`src/rtl/instr_fetch.sv`:
```
// Instruction-fetch stage: issues in-order word requests, buffers returned words with
// their PCs in a small queue, presents the head to decode and drops wrong-path responses.
module instr_fetch #(
    parameter logic [31:0] RESET_PC = 32'h0000_0000,
    parameter int unsigned DEPTH    = 4
) (
    input  logic        clk,
    input  logic        reset,
    input  logic        StallD,
    input  logic        PCSrcE,
    input  logic [31:0] PCTargetE,
    output logic        imem_req_valid,
    input  logic        imem_req_ready,
    output logic [31:0] imem_req_addr,
    input  logic        imem_rsp_valid,
    input  logic [31:0] imem_rsp_data,
    output logic        InstrValidD,
    output logic [31:0] InstrD,
    output logic [31:0] PCD,
    output logic [31:0] PCPlus4D
);

    localparam int unsigned PW        = $clog2(DEPTH);
    localparam int unsigned CW        = PW + 1;
    localparam logic [CW:0] DEPTH_OCC = (CW + 1)'(DEPTH);
    localparam logic [31:0] NOP       = 32'h0000_0013;

    logic [31:0]   fpc_q, fpc_d;
    logic [PW-1:0] head_q, head_d;
    logic [CW-1:0] alloc_q, alloc_d;
    logic [CW-1:0] nfill_q, nfill_d;
    logic [CW-1:0] drop_q, drop_d;

    logic [31:0]   pc_q   [DEPTH];
    logic [31:0]   data_q [DEPTH];

    logic [CW:0]   occ;
    logic          fire;
    logic          fill;
    logic          rsp_drop;
    logic          deq;
    logic [PW-1:0] tail_idx;
    logic [PW-1:0] fill_idx;

    // Entries fill strictly in request order, so the filled entries are always the
    // oldest nfill_q ones and the next one to fill sits at head + nfill_q.
    always_comb begin
        occ            = {1'b0, alloc_q} + {1'b0, drop_q};
        imem_req_valid = !reset && !PCSrcE && (occ < DEPTH_OCC);
        imem_req_addr  = fpc_q;
        fire           = imem_req_valid && imem_req_ready;
        rsp_drop       = imem_rsp_valid && (drop_q != '0);
        fill           = imem_rsp_valid && (drop_q == '0) && (nfill_q < alloc_q);
        InstrValidD    = !reset && (nfill_q != '0);
        deq            = InstrValidD && !StallD && !PCSrcE;
        tail_idx       = head_q + PW'(alloc_q);
        fill_idx       = head_q + PW'(nfill_q);
    end

    // Head entry presented to decode; NOP bubble when nothing is ready.
    always_comb begin
        InstrD = NOP;
        PCD    = '0;
        if (InstrValidD) begin
            InstrD = data_q[head_q];
            PCD    = pc_q[head_q];
        end
        PCPlus4D = PCD + 32'd4;
    end

    always_comb begin
        fpc_d   = fpc_q;
        head_d  = head_q;
        alloc_d = alloc_q;
        nfill_d = nfill_q;
        drop_d  = drop_q - CW'(rsp_drop);
        if (PCSrcE) begin
            // In-flight requests not answered this cycle become wrong-path drops.
            fpc_d   = PCTargetE & 32'hFFFF_FFFC;
            alloc_d = '0;
            nfill_d = '0;
            drop_d  = drop_d + (alloc_q - nfill_q - CW'(fill));
        end else begin
            if (fire) begin
                fpc_d = fpc_q + 32'd4;
            end
            head_d  = head_q + PW'(deq);
            alloc_d = alloc_q + CW'(fire) - CW'(deq);
            nfill_d = nfill_q + CW'(fill) - CW'(deq);
        end
    end

    always_ff @(posedge clk) begin
        if (reset) begin
            fpc_q   <= RESET_PC;
            head_q  <= '0;
            alloc_q <= '0;
            nfill_q <= '0;
            drop_q  <= '0;
        end else begin
            fpc_q   <= fpc_d;
            head_q  <= head_d;
            alloc_q <= alloc_d;
            nfill_q <= nfill_d;
            drop_q  <= drop_d;
        end
    end

    // Payload storage needs no reset: occupancy counters gate every read.
    always_ff @(posedge clk) begin
        if (fire) begin
            pc_q[tail_idx] <= fpc_q;
        end
        if (fill) begin
            data_q[fill_idx] <= imem_rsp_data;
        end
    end

endmodule

```
`config.mk`:
```
export PLATFORM = sky130hd
export DESIGN_NAME = instr_fetch
export DESIGN_NICKNAME = d
export VERILOG_FILES = /design/src/rtl/instr_fetch.sv
export SDC_FILE = /design/constraint.sdc
export NUM_CORES = 1
export LEC_CHECK = 0
export ABC_CLOCK_PERIOD_IN_PS = 5100
export CORE_MARGIN = 2
export CORE_UTILIZATION = 45
export DETAILED_ROUTE_END_ITERATION = 7
export PLACE_DENSITY = 0.69
export SLEW_MARGIN = 20
export SYNTH_ARGS = -nofsm -noshare
export SYNTH_HDL_FRONTEND = slang
export SYNTH_SLANG_ARGS = --single-unit
```
`constraint.sdc`:
```
create_clock -name clk -period 5.1 [get_ports clk]
set_input_delay 0.51 -clock clk [delete_from_list [all_inputs] [get_ports clk]]
set_output_delay 0.51 -clock clk [all_outputs]
set_load 0.01 [all_outputs]
```
==> results.md <==
- Final Hold Vio Count: 0
- CTS Buf Count: 30
- N_diodes: 0
- H-tree depth: 1
- Peak VDD IR: 0.215 mV
- Synthesized instance count: 828
- Crit path capture type: output pin
- Hold_buf cts: 0
- Setup violators final: 0
- Max-capacitance violation count: 0
- Clk_lat worst skew: 0.55 ns
- RSZ-0062 raised after global routing: no
- Hold WS: 0.526 ns
- YS warnings: 0
- Post-layout nets: 1,118
- Post-route clock period utilization: 84.5%
- Post-Route WL: 28,800 um
- Postcts setup bufs: 0
- Clock-pin slew on the worst setup and hold paths: 0.06 ns
- CP most frequent cell: and4_1
- Worst path arrival time: 3.80 ns
- Initial Util: 45.9%
- Clk sinks: 291
- Row Count: 61
- DPL Wire Length: 19,000 um
- DIE WIDTH: 173 um
- Global-route wire length before repair: 45,200 um
- Fmax achieved: 232 MHz
- PostCTS Resize Cnt: 0
- CP required: 4.59 ns
- Outcome: complete, no violations
- Distinct cells, synth: 54
- Placeable Area: 0.0279 mm2
- Clock Root Buffer: clkbuf_16
- Worst-Margin Slew: 0.617 ns
- Max Clock Skew: 0.0150 ns
- Grt ovf: 0
- Cell area after synthesis: 0.0128 mm2
- Family with the most delay on the worst path: buffers and inverters
- Syn avg cell area: 15.5 um2
- WP buf/inv: 2
- CTS tree: yes
- Power density of the placed cells: 329 mW/mm2
- Worst-path cell chain: buf_4, mux4_2, and4_1, and4_1, and3_1, nand4_1, xnor2_1, clkdlybuf4s50_1
- Post-synth EDFFs: 248
- Max FO, Critical Path: 31
- Iteration-0 DRC Markers: 656
- Pre-Repair DR Iteration Count: 5
- WL/cell: 20.2 um
- Gp weighted congestion: 0.803
- Largest net degree at the start of global routing: 42
- Asr flop ratio synth: 0%
- Slew margin rel.: 58.9%
- Io pins: 200
- Number of port buffers: 191
- Post-route ant nets: 0
- Hold Crit Class: in2reg
- Final min period: 4.31 ns
- Slowest-stage cell, CP: dfxtp_4
- Die Ht: 173 um
- Seq/Total Area, Yosys: 64.8%
- DRC: 0
- Crit path largest cell delay: 0.72 ns
- Post-route total power: 0.00533 W
- Critical path class: reg2out
- DIE AREA: 0.0298 mm2
- Vias in the first global route: 8,016
- Vias per cell: 5.48
- Synth Flop Type: edfxtp_1
- Initial antenna violation count: 1
- Filler instances: 2,203
- #FFs+latches synth: 291
- Final core utilization: 58.0%
- Maximum root-to-sink buffer count: 3
- Share of cells above drive strength 1: 13.5%
- Total track usage: 19.2%
- Area growth syn-to-layout: 26.5%
- Via count: 7,823
- P_leak: 5.66 nW
- Final Max Tran Viols: 0
- Total Neg Setup Slack: 0 ns
- CP Launch Type: register
==> logic make-up after synthesis <==
| kind of cell | after synthesis | share of synthesized area, % |
|---|---|---|
| DFF | 291 | 64.8 |
| and+or+nand+nor | 258 | 11.2 |
| buffers and inverters | 76 | 3.05 |
| muxes | 71 | 12.1 |
| xor gates and xnor gates | 56 | 3.83 |
| AOI/OAI and AO/OA | 53 | 2.49 |
| adders and majority gates | 22 | 2.50 |
| other | 1 | 0.0293 |
==> registers in the layout (all words and copies together) (netlist names), named ones only <==
register and count:
pc_q 120, drop_q 3, imem_req_addr 30, alloc_q 3, nfill_q 3, head_q 2
data_q 128
==> through the flow <==
step                std cells  setup WS, ns  area, um2
floorplan                 833         0.898      12800
global placement         1372          1.30      15100
detailed placement       1372          1.28      15100
CTS                      1428         0.698      16200
global route             1428         0.540      16200
finish                   1428         0.791      16200
==> path summary, 6_finish.rpt <==
path | start | end | slack (ns) | cells after the start
worst max register to register | alloc_q[1]$_SDFF_PP0_ | drop_q[2]$_SDFF_PP0_ | 1.30 | 14
worst max-delay path | register | PCPlus4D[16] | 0.79 | 8
worst min-delay path | PCTargetE[15] | imem_req_addr[15]$_SDFFE_PP0P_ | 0.53 | 3
worst min register to register | imem_req_addr[8]$_SDFFE_PP0P_ | pc_q[1][8]$_DFFE_PP_ | 0.59 | 0
==> power by group <==
group | leakage (nW) | switching, W | total [W] | internal, W
registers | 2.61 | 0.0000560 | 0.00268 | 0.00262
logic | 2.51 | 0.000155 | 0.000306 | 0.000150
clock network | 0.536 | 0.000895 | 0.00235 | 0.00145
total | 5.66 | 0.00111 | 0.00533 | 0.00423
==> final cells by class <==
cell class / count / area, um2 / share of cell area, %
sequential: 291 / 8310 / 51.3
multi-input combinational: 466 / 4170 / 25.7
timing repair buffer: 210 / 2050 / 12.7
clock buffer: 42 / 910 / 5.61
tap: 378 / 473 / 2.92
clock inverter: 14 / 191 / 1.18
inverter: 27 / 101 / 0.625
==> layout by cell type (no fill, tap or decap), types with 5 or more instances in the layout <==
cell type / synthesis / layout
xor2_1: 25 / 25
edfxtp_1: 248 / 248
dfxtp_1: 43 / 41
nor3_2: 4 / 7
mux4_2: 44 / 44
fa_1: 6 / 6
mux4_1: 18 / 18
and3_2: 5 / 5
ha_1: 16 / 16
nand3_1: 22 / 22
nor3_1: 20 / 17
buf_4: 6 / 19
or3_1: 6 / 5
xnor2_1: 31 / 31
a31oi_1: 5 / 5
clkbuf_8: 2 / 5
mux2i_1: 9 / 9
nand2_1: 40 / 40
conb_1: 1 / 6
and3_1: 59 / 59
o21ai_0: 14 / 14
nand4_1: 13 / 13
inv_1: 26 / 26
and2_1: 8 / 8
and4_1: 6 / 6
nor2_1: 55 / 53
clkdlybuf4s50_1: 0 / 191
a211oi_1: 6 / 6
a21oi_1: 19 / 19
clkbuf_16: 0 / 33
==> cell usage after synthesis, types with 2 or more instances <==
master    number  area, um2
and3_2         5       37.5
a31oi_1        5       31.3
and3_1        59        369
mux4_1        18        473
clkbuf_8       2       27.5
nor3b_1        3       22.5
nor3_1        20        100
edfxtp_1     248       7450
xor2_1        25        219
buf_8          2       30.0
xnor2_1       31        272
buf_4          6       45.0
nor4_1         4       25.0
and4_1         6       52.6
buf_6          2       22.5
a211oi_1       6       45.0
nand4_1       13       81.3
nor3_2         4       40.0
nor2_1        55        206
nand4b_1       2       17.5
inv_1         26       97.6
fa_1           6        120
mux4_2        44        991
nand3_2        2       20.0
and2_1         8       50.1
a222oi_1       3       30.0
a21oi_1       19       95.1
o21ai_0       14       70.1
or3_1          6       37.5
buf_2          6       30.0
dfxtp_1       43        861
ha_1          16        200
nand2_1       40        150
nand3_1       22        110
nor2b_1        2       12.5
mux2i_1        9       90.1
a22oi_1        2       15.0
clkbuf_1      28        105
==> routing by layer <==
layer | GRT usage (%) | vias to the layer above | wire length, um
met2 | 31.1 | 244 | 13700
met4 | 3.88 | 0 | 284
li1 | - | 3600 | -
met5 | 0 | - | 0
met1 | 27.8 | 3957 | 13100
met3 | 2.95 | 22 | 1640
==> tightest hold or removal path, cell delays in order <==
cell             delay (ns)
clkdlybuf4s50_1        0.39
nand2_1                0.06
a21oi_1                0.05
Note: power is estimated with default switching activity, not from simulation.
